**src/rtl/accumulate_if.sv**
```systemverilog
// Handshake bundle for the frame accumulator: producer-side input beats and
// consumer-side result beats, plus the busy status.
interface accumulate_if #(
  parameter int unsigned W = 16,
  parameter int unsigned G = 4
);
  logic             in_valid;
  logic             in_ready;
  logic [W-1:0]     in_data;
  logic             out_valid;
  logic             out_ready;
  logic [W+G-1:0]   out_data;
  logic             out_ovf;
  logic             busy;

  // Environment side: drives products in and takes results out.
  modport master (
    output in_valid,
    output in_data,
    output out_ready,
    input  in_ready,
    input  out_valid,
    input  out_data,
    input  out_ovf,
    input  busy
  );

  // Accumulator side.
  modport slave (
    input  in_valid,
    input  in_data,
    input  out_ready,
    output in_ready,
    output out_valid,
    output out_data,
    output out_ovf,
    output busy
  );
endinterface

```
**src/rtl/accumulate.sv**
```systemverilog
// Frame accumulator: sums N signed products per frame with saturation into
// W+G bits and presents each frame sum through a valid/ready result port.
module accumulate #(
  parameter int unsigned W = 16,
  parameter int unsigned G = 4,
  parameter int unsigned N = 8
) (
  input logic         clk,
  input logic         rst_n,
  accumulate_if.slave bus
);

  localparam int unsigned OW = W + G;
  localparam int unsigned CW = (N > 1) ? $clog2(N) : 1;

  localparam logic [0:0] StAcc  = 1'b0;
  localparam logic [0:0] StHold = 1'b1;

  localparam logic [CW-1:0] CntLast = CW'(N - 1);
  localparam logic [CW-1:0] CntOne  = CW'(1);
  localparam logic [OW-1:0] SatMax  = {1'b0, {(OW-1){1'b1}}};
  localparam logic [OW-1:0] SatMin  = {1'b1, {(OW-1){1'b0}}};

  logic [0:0]    state_q, state_d;
  logic [CW-1:0] cnt_q, cnt_d;
  logic [OW-1:0] acc_q, acc_d;
  logic          ovf_q, ovf_d;
  logic [OW-1:0] res_q, res_d;
  logic          res_ovf_q, res_ovf_d;

  logic          out_valid;
  logic          in_ready;
  logic          accept;
  logic          xfer;
  logic          first;
  logic          last;

  logic [OW:0]   data_ext;
  logic [OW:0]   base_ext;
  logic [OW:0]   sum;
  logic          sat;
  logic [OW-1:0] sum_sat;
  logic          ovf_acc;

  // Handshake decode
  assign out_valid = (state_q == StHold);
  // A held result frees the input only when the consumer takes it this cycle.
  assign in_ready  = !out_valid || bus.out_ready;
  assign accept    = bus.in_valid && in_ready;
  assign xfer      = out_valid && bus.out_ready;
  assign first     = (cnt_q == '0);
  assign last      = (cnt_q == CntLast);

  // Datapath: one guard bit above the output width detects overflow.
  always_comb begin
    data_ext = {{(G + 1){bus.in_data[W-1]}}, bus.in_data};
    // First beat of a frame starts from zero rather than the stale sum.
    base_ext = first ? '0 : {acc_q[OW-1], acc_q};
    sum      = base_ext + data_ext;
    sat      = sum[OW] ^ sum[OW-1];
    if (sat) begin
      sum_sat = sum[OW] ? SatMin : SatMax;
    end else begin
      sum_sat = sum[OW-1:0];
    end
    ovf_acc = sat | (!first & ovf_q);
  end

  // Next-state logic
  always_comb begin
    state_d   = state_q;
    cnt_d     = cnt_q;
    acc_d     = acc_q;
    ovf_d     = ovf_q;
    res_d     = res_q;
    res_ovf_d = res_ovf_q;

    if (xfer) begin
      state_d = StAcc;
    end

    if (accept) begin
      if (last) begin
        // Frame-ending beat wins over the transfer so N=1 can stream.
        res_d     = sum_sat;
        res_ovf_d = ovf_acc;
        cnt_d     = '0;
        state_d   = StHold;
      end else begin
        acc_d = sum_sat;
        ovf_d = ovf_acc;
        cnt_d = cnt_q + CntOne;
      end
    end
  end

  // State registers, synchronous active-low reset
  always_ff @(posedge clk) begin
    if (!rst_n) begin
      state_q   <= StAcc;
      cnt_q     <= '0;
      acc_q     <= '0;
      ovf_q     <= 1'b0;
      res_q     <= '0;
      res_ovf_q <= 1'b0;
    end else begin
      state_q   <= state_d;
      cnt_q     <= cnt_d;
      acc_q     <= acc_d;
      ovf_q     <= ovf_d;
      res_q     <= res_d;
      res_ovf_q <= res_ovf_d;
    end
  end

  // Outputs
  assign bus.in_ready  = in_ready;
  assign bus.out_valid = out_valid;
  assign bus.out_data  = res_q;
  assign bus.out_ovf   = res_ovf_q;
  assign bus.busy      = (cnt_q != '0);

endmodule
```
**src/flat_wrapper.sv**
```systemverilog
// flat-port wrapper written by rule: the top's interface ports become plain ports
module accumulate_flat 
#(
  parameter int unsigned W = 16,
  parameter int unsigned G = 4,
  parameter int unsigned N = 8
)
  (clk, rst_n, bus_in_valid, bus_in_data, bus_out_ready, bus_in_ready, bus_out_valid, bus_out_data, bus_out_ovf, bus_busy);
  accumulate_if #(.W(W), .G(G)) bus_i ();
  input logic clk;
  input logic rst_n;
  input wire logic [$bits(bus_i.in_valid)-1:0] bus_in_valid;
  input wire logic [$bits(bus_i.in_data)-1:0] bus_in_data;
  input wire logic [$bits(bus_i.out_ready)-1:0] bus_out_ready;
  output wire logic [$bits(bus_i.in_ready)-1:0] bus_in_ready;
  output wire logic [$bits(bus_i.out_valid)-1:0] bus_out_valid;
  output wire logic [$bits(bus_i.out_data)-1:0] bus_out_data;
  output wire logic [$bits(bus_i.out_ovf)-1:0] bus_out_ovf;
  output wire logic [$bits(bus_i.busy)-1:0] bus_busy;
  assign bus_i.in_valid = bus_in_valid;
  assign bus_i.in_data = bus_in_data;
  assign bus_i.out_ready = bus_out_ready;
  assign bus_in_ready = bus_i.in_ready;
  assign bus_out_valid = bus_i.out_valid;
  assign bus_out_data = bus_i.out_data;
  assign bus_out_ovf = bus_i.out_ovf;
  assign bus_busy = bus_i.busy;
  accumulate #(.W(W), .G(G), .N(N)) u_core (.clk(clk), .rst_n(rst_n), .bus(bus_i));
endmodule
```
**config.mk**
```make
export PLATFORM = sky130hd
export DESIGN_NAME = accumulate_flat
export DESIGN_NICKNAME = d
export VERILOG_FILES = /design/src/rtl/accumulate_if.sv /design/src/rtl/accumulate.sv /design/src/flat_wrapper.sv
export SDC_FILE = /design/constraint.sdc
export NUM_CORES = 1
export LEC_CHECK = 0
export ABC_CLOCK_PERIOD_IN_PS = 3900
export BUFFER_PORTS_ARGS = -buffer_cell sky130_fd_sc_hd__buf_2
export CORE_AREA = 3 3 90 92
export CTS_BUF_LIST = sky130_fd_sc_hd__clkbuf_2 sky130_fd_sc_hd__clkbuf_4 sky130_fd_sc_hd__clkbuf_8
export CTS_CLUSTER_DIAMETER = 40
export CTS_CLUSTER_SIZE = 16
export DETAILED_ROUTE_END_ITERATION = 7
export DIE_AREA = 0 0 93 95
export SETUP_SLACK_MARGIN = 0.2
export SYNTH_ARGS = -nofsm -noshare
export SYNTH_HDL_FRONTEND = slang
export SYNTH_SLANG_ARGS = --single-unit
```
**constraint.sdc**
```tcl
create_clock -name clk -period 3.9 [get_ports clk]
set_input_delay 0.39 -clock clk [delete_from_list [all_inputs] [get_ports clk]]
set_output_delay 0.39 -clock clk [all_outputs]
set_load 0.02 [all_outputs]
```
==> flow_metrics.tcl, run 1 <==
set metrics [dict create \
    finalHoldViolCount 0 \
    worstPathBufferInverterCount 2 \
    die-width_um 93 \
    drc 0 \
    cts_inserted_buffers 5 \
    fin_crit_sh_pct 89.97 \
    worstHoldPathCells 3 \
    cts.sinks 46 \
    start_util_pct 40.19 \
    postRouteAntennaNets 0 \
    area_growth_pct 16.95 \
    synthesis.nets 410 \
    rsz0062_at_grt "no" \
    postCtsHoldBufs 0 \
    final.min_clock_period_ns 3.509 \
    clkTransAtPathRegs_ns 0.10 \
    finalNetCount 454 \
    ys.flop_type "dfxtp_1" \
    ir_drop_mv 0.1750 \
    grt_max_degree 33 \
    vias_per_cell 5.363 \
    gp_congestion 0.8589 \
    synth_cell_types 48 \
    die_area_um2 8835 \
    core-area_um2 7292 \
    insertedDiodeCount 0 \
    async_flop_share_pct 0 \
    critPathArrivalTime_ns 3.71 \
    status "finished, final reports clean" \
    setup_viol 0 \
    cap_violations 0 \
    layout_common_cells "dfxtp_1 (45), o21ai_0 (44), buf_2 (43)" \
    rrSetupSlack_ns 0.39 \
    num_vias 2735 \
    hp-start "bus_in_valid" \
    root_buffer "clkbuf_8" \
    boundaryPins 44 \
    ys_ff_latch 46 \
    start_kind "flop" \
    first_global_vias 2663 \
    syn_area_um2 2930 \
    finalClockSkew_ns 0.006571 \
    cp_max_fo 11 \
    ys.warnings.count 0 \
    crit_chain "inv_1 > ha_2 > nand2b_4 > and2_1 > ha_1 > a211oi_2 > nand2_1 > o21ai_2 > a21oi_1 > a221o_2 > buf_4 > o41a_4 > maj3_2 > nor2_1 > nor2_1" \
    relSlewSlack_pct 45.50 \
    layout-drive-gt1-share_pct 21.65 \
    crit_family "compound AO/OA/AOI/OAI gates" \
    die_h_um 95 \
    rows 31 \
    yosysSeqAreaShare_pct 31.43 \
    ctsLongestPathBuffers 2 \
    path_common_cell "nor2_1" \
    powerDensity_nw_per_um2 326.8 \
    dr.pass1.iters 4 \
    placed_area_um2 3258 \
    criticalPathCategory "reg -> reg" \
    num-fill-cells 779 \
    worst_pin_slew_ns 0.8175 \
    critPathCaptureType "flop" \
    maxSlewViolCount 0 \
    max_freq_ghz 0.2850 \
    clock_latency_ns 0.30 \
    crit_path_max_incr_delay_ns 0.45 \
    holdPathEnd "u_core.cnt_q[1]" \
    dp_hpwl_um 5799 \
    crit_path_top_delay_cell "a221o_2" \
    power.leakage_nw 1.478 \
    first_iter_violations 140 \
    wl_per_cell_um 15.22 \
    cp.required_ns 4.10 \
    io_buffers 43 \
    min_path_type "in -> reg" \
    synth_edf_count 0 \
    avgSynthCellArea_um2 8.006 \
    wirelength_um 7763 \
    r2r.worst_path.cells 15 \
    timing.rr.end "u_core.acc_q[13]" \
    overflow 0 \
    fin_setup_tns_ns 0 \
    htree_levels 2 \
    cts_tree "done" \
    antenna_found_initial 0 \
    syn_inst 366 \
    worstReg2RegStart "u_core.cnt_q[0]" \
    layout_commonest_cell "dfxtp_1" \
    final_cell_area_um2 3427 \
    grt_pass1_wl_um 12700 \
    grtUsageTotal_pct 17.77 \
]
## power by group
| part | total [mW] | switching (mW) | leakage [nW] | internal, mW |
|---|---|---|---|---|
| Combinational | 0.304 | 0.182 | 1.06 | 0.123 |
| Sequential | 0.502 | 0.0108 | 0.375 | 0.491 |
| Clock | 0.313 | 0.185 | 0.0408 | 0.129 |
| Total | 1.12 | 0.377 | 1.48 | 0.743 |
## through the flow
step	utilization (%)	instances	power, mW	worst slack (ns)	hold WS (ns)
2_1_floorplan	-	366	0.7187	0.3363	0.4273
3_3_place_gp	44.68	498	0.8024	0.1417	0.4383
3_5_place_dp	44.68	498	0.8025	0.02572	0.4447
4_1_cts	46.07	506	1.119	0.2691	0.3789
5_1_grt	47.00	510	1.187	0.1960	0.3921
6_report	47.00	510	1.120	0.3912	0.3809
## what timing repair did
item	in CTS	in global routing
pin swaps	0	7
buffers inserted	0	4
gates resized for setup	3	15
setup endpoints to repair	31	40
## flip-flops by register name (all words and copies together), names as in the netlist
signal	cells
u_core.acc_q	20
u_core.bus.out_data	20
u_core.cnt_q	3
u_core.bus.out_ovf	1
u_core.bus.out_valid	1
u_core.ovf_q	1
## synthesized netlist by cell type, types with 2 or more instances
master | count | area, um^2
nand2_1 | 25 | 93.84
xnor2_1 | 6 | 52.55
xor2_1 | 8 | 70.07
a21oi_1 | 45 | 225.2
o31ai_1 | 2 | 15.01
clkbuf_1 | 16 | 60.06
maj3_2 | 3 | 33.78
o21ai_0 | 48 | 240.2
a211oi_1 | 6 | 45.04
a31oi_1 | 4 | 25.02
ha_1 | 23 | 287.8
nor3_1 | 3 | 15.01
and4_1 | 2 | 17.52
a22oi_1 | 6 | 45.04
dfxtp_1 | 46 | 920.9
and3_1 | 5 | 31.28
maj3_1 | 4 | 40.04
inv_1 | 7 | 26.28
nand2b_1 | 7 | 43.79
o21bai_1 | 4 | 30.03
nand3_1 | 15 | 75.07
o21a_1 | 4 | 30.03
a21o_1 | 5 | 37.54
nor2_1 | 30 | 112.6
and2_1 | 19 | 118.9
## worst min-delay path, cell delays in order
cell	delay (ns)
buf_2	0.12
nand3_1	0.08
a21oi_1	0.05
## worst max path at each step
stage,to,from,cells after the start
3_5_place_dp,u_core.bus.out_data[10],u_core.cnt_q[0],16
4_1_cts,u_core.acc_q[3],u_core.cnt_q[0],17
2_1_floorplan,u_core.bus.out_data[16],u_core.cnt_q[0],17
3_3_place_gp,u_core.bus.out_data[18],u_core.cnt_q[0],16
6_report,u_core.acc_q[13],u_core.cnt_q[0],15
5_1_grt,u_core.bus.out_data[5],u_core.cnt_q[0],15
## cells by family (layout without fill, tap and decap cells)
kind of cell | count (synthesis) | after routing | share of synthesized area (%)
AO/OA/AOI/OAI | 134 | 134 | 28.14
AND/OR/NAND/NOR | 114 | 114 | 19.39
flip-flops | 46 | 46 | 31.43
adder cells (fa/ha/maj) | 31 | 31 | 13.02
buffers and inverters | 26 | 71 | 3.459
XOR/XNOR | 14 | 14 | 4.185
multiplexers | 1 | 1 | 0.3843
## per-layer routing
layer	track usage (%)	wire (um)	vias to the layer above
met5	0	0	-
met4	2.930	38	0
met3	3.426	301	4
met2	31.19	3749	45
met1	22.98	3673	1279
li1	-	-	1407
## cell type report
| type | count | area (um^2) | area share, % |
|---|---|---|---|
| flip-flops and latches | 46 | 922.1 | 26.91 |
| well taps | 99 | 123.9 | 3.614 |
| repair buffers | 55 | 305.3 | 8.908 |
| multi-input cells | 294 | 1953 | 56.99 |
| clock inverters | 3 | 23.77 | 0.6937 |
| inverters | 8 | 30.03 | 0.8762 |
| clock buffers | 5 | 68.82 | 2.008 |
Power figures use the tool's default switching activity.
==> run 2: changes to the inputs <==
--- a/config.mk
+++ b/config.mk
@@ -5,15 +5,17 @@
 export SDC_FILE = /design/constraint.sdc
 export NUM_CORES = 1
 export LEC_CHECK = 0
+export ABC_AREA = 1
 export ABC_CLOCK_PERIOD_IN_PS = 3900
 export BUFFER_PORTS_ARGS = -buffer_cell sky130_fd_sc_hd__buf_2
-export CORE_AREA = 3 3 90 92
+export CORE_AREA = 2 2 98 100
 export CTS_BUF_LIST = sky130_fd_sc_hd__clkbuf_2 sky130_fd_sc_hd__clkbuf_4 sky130_fd_sc_hd__clkbuf_8
 export CTS_CLUSTER_DIAMETER = 40
 export CTS_CLUSTER_SIZE = 16
 export DETAILED_ROUTE_END_ITERATION = 7
-export DIE_AREA = 0 0 93 95
+export DIE_AREA = 0 0 100 102
 export SETUP_SLACK_MARGIN = 0.2
 export SYNTH_ARGS = -nofsm -noshare
 export SYNTH_HDL_FRONTEND = slang
 export SYNTH_SLANG_ARGS = --single-unit
+export TNS_END_PERCENT = 5
==> run 2 against run 1 <==
  * Worst hold slack gained 0.075 ns
  * Utilization shrank 3.8 points
  * Via count grew 26%
  * Setup slack gained 0.22 ns
  * Fmax grew 6.6%
  * Power grew 25%
  * Register-to-register slack gained 0.22 ns
  * Synthesized area grew 21%
  * Synthesized cell count grew 54%
  * Combinational power grew 72%
  * Sequential cell count is the same
  * Clock power grew 16%
  * Critical endpoint is now u_core.bus.out_data[0]
==> flow_metrics.tcl, run 2 <==
set metrics [dict create \
    ys_top_cells_by_count "nand2_1 (154), inv_1 (104), dfxtp_1 (46)" \
    power.leakage_nw 2.283 \
    cp_max_fo 29 \
    root_buffer "clkbuf_8" \
    die_area_um2 10200 \
    num_vias 3442 \
    io_buffers 43 \
    gp_congestion 0.8858 \
    postRouteAntennaNets 0 \
    vias_per_cell 4.868 \
    cts_tree "done" \
    synthesis.nets 607 \
    synth_edf_count 0 \
    layout_commonest_cell "nand2_1" \
    drc 0 \
    cp.required_ns 4.10 \
    yosysSeqAreaShare_pct 25.94 \
    grt_max_degree 30 \
    fin_crit_sh_pct 84.41 \
    comb_power_share_pct 37.4 \
    ys_ff_latch 46 \
    status "finished, final reports clean" \
    final.min_clock_period_ns 3.292 \
    cts_inserted_buffers 5 \
    criticalPathCategory "reg -> reg" \
    finalHoldViolCount 0 \
    p_sw_uw 524.6 \
    synth_cell_types 32 \
    first_iter_violations 191 \
    hp-start "bus_out_ready" \
    ys.warnings.count 0 \
    finalClockSkew_ns 0.007913 \
    dp_hpwl_um 6873 \
    overflow 0 \
    synth.top_cell.area_share_pct 25.94 \
    layout-drive-gt1-share_pct 14.26 \
    fin_setup_tns_ns 0 \
    clkTransAtPathRegs_ns 0.08 \
    ir_drop_mv 0.1340 \
    relSlewSlack_pct 49.42 \
    grtUsageTotal_pct 17.74 \
    worst_pin_slew_ns 0.7578 \
    die-width_um 100 \
    powerDensity_nw_per_um2 355.2 \
    first_global_vias 3153 \
    max_freq_ghz 0.3038 \
    syn_inst 563 \
    ctsLongestPathBuffers 2 \
    rows 35 \
    wl_per_cell_um 12.38 \
    cts.sinks 46 \
    holdWs_ns 0.4561 \
    syn_area_um2 3550 \
    die_h_um 102 \
    postCtsHoldBufs 0 \
    start_kind "flop" \
    start_util_pct 38.97 \
    p_sw_share_pct 37.52 \
    htree_levels 2 \
    grt_pass1_wl_um 14630 \
    finalNetCount 639 \
    avgSynthCellArea_um2 6.305 \
    boundaryPins 44 \
    rsz0062_at_grt "no" \
    clock_latency_ns 0.30 \
    layout_common_cells "nand2_1 (153), inv_1 (104), dfxtp_1 (46)" \
    finish.utilization_pct 43.21 \
    core-area_um2 9109 \
    antenna_found_initial 0 \
    async_flop_share_pct 0 \
    setup_viol 0 \
    dr.pass1.iters 4 \
    rrSetupSlack_ns 0.61 \
    synth.most_common_cell "nand2_1" \
    synth_largest_area_cell "dfxtp_1" \
    internal_power_uw 873.4 \
    maxSlewViolCount 0 \
    area_growth_pct 10.89 \
    critPathArrivalTime_ns 3.49 \
    worstReg2RegStart "u_core.cnt_q[0]" \
    synth.area.top_cells "dfxtp_1 (26%), nand2_1 (16%), inv_1 (11%), ha_1 (8.1%), a21oi_1 (5.5%)" \
    critical_path.startpoint "u_core.cnt_q[0]" \
    insertedDiodeCount 0 \
    ys.flop_type "dfxtp_1" \
    wirelength_um 8752 \
    critPathCaptureType "flop" \
    pwr-share-clk_pct 26.0 \
    min_path_type "in -> reg" \
    cap_violations 0 \
    power_frac_seq_pct 36.5 \
]
[run 2: changes by cell type after synthesis, moves of 7 or more]
cell      before  now
o21a_1         4   19
nand3_1       15   38
and2_1        19    1
o21ai_0       48   10
nor2_1        30   45
inv_1          7  104
nand2b_1       7    0
nand2_1       25  154
nand3_2        0   13
[run 2: power by group through the flow]
stage	combinational (mW)	clock [mW]	sequential, mW
6_report	0.523	0.364	0.511
5_1_grt	0.592	0.394	0.514
4_1_cts	0.518	0.368	0.511
3_5_place_dp	0.515	0	0.522
3_3_place_gp	0.511	0	0.521
2_1_floorplan	0.407	0	0.522
[run 2: worst max-delay path, stage by stage, from the launching register on]
cell	delay, ns
dfxtp_1	0.35
inv_1	0.07
ha_1	0.19
inv_1	0.05
nor2_1	0.03
buf_4	0.20
nor2_1	0.19
ha_1	0.34
a21oi_1	0.23
nand2_1	0.13
a21oi_1	0.26
nand3_2	0.13
nand2_1	0.07
nand2_1	0.08
nand2_2	0.23
buf_4	0.37
nand3_1	0.15
nand2_1	0.08
inv_1	0.03
[run 2: worst paths after layout]
| path | endpoint | cells after the start |
|---|---|---|
| worst min-delay path | u_core.bus.out_valid | 6 |
| worst max-delay path | u_core.bus.out_data[0] | 18 |
| worst min register to register | u_core.bus.out_data[19] | 2 |
| worst max register to register | u_core.bus.out_data[0] | 18 |
[run 2: through the flow]
stage               worst slack, ns  instances  instance area (um^2)  power, mW
floorplan                     1.142        563                  3550     0.9282
global route                 0.2612        707                  3936      1.500
finish                       0.6082        707                  3936      1.398
global placement             0.6468        699                  3820      1.033
CTS                          0.5118        707                  3934      1.398
detailed placement           0.5345        699                  3820      1.037
[run 2: cell families (layout without fill, tap and decap cells)]
kind of cell	count (synthesis)	count (layout)	share of synthesized area, %
AND/OR/NAND/NOR	272	272	34.51
buffers and inverters	130	163	14.63
AO/OA/AOI/OAI	78	78	13.04
flip-flops	46	46	25.94
adder cells (fa/ha/maj)	24	24	8.671
XOR/XNOR	13	13	3.208
[run 2: timing repair]
action / 4_1_cts / 5_1_grt
resized for setup: 0 / 1
setup endpoints to repair: 0 / 36
setup buffers: 0 / 0
[run 2: final cells by class]
| type | count | area, um^2 |
|---|---|---|
| Fill cell | 991 | 5172 |
| Multi-Input combinational cell | 387 | 2112 |
| Sequential cell | 46 | 920.9 |
| Inverter | 108 | 405.4 |
| Timing Repair Buffer | 47 | 245.2 |
| Tap cell | 111 | 138.9 |
| Clock buffer | 7 | 83.83 |
| Clock inverter | 1 | 30.03 |
[run 2: metal layers]
layer / track usage [%] / wire length, um
met5: 0 / 0
met2: 28.69 / 3777
met1: 25.51 / 4479
met3: 1.915 / 390
met4: 4.215 / 105
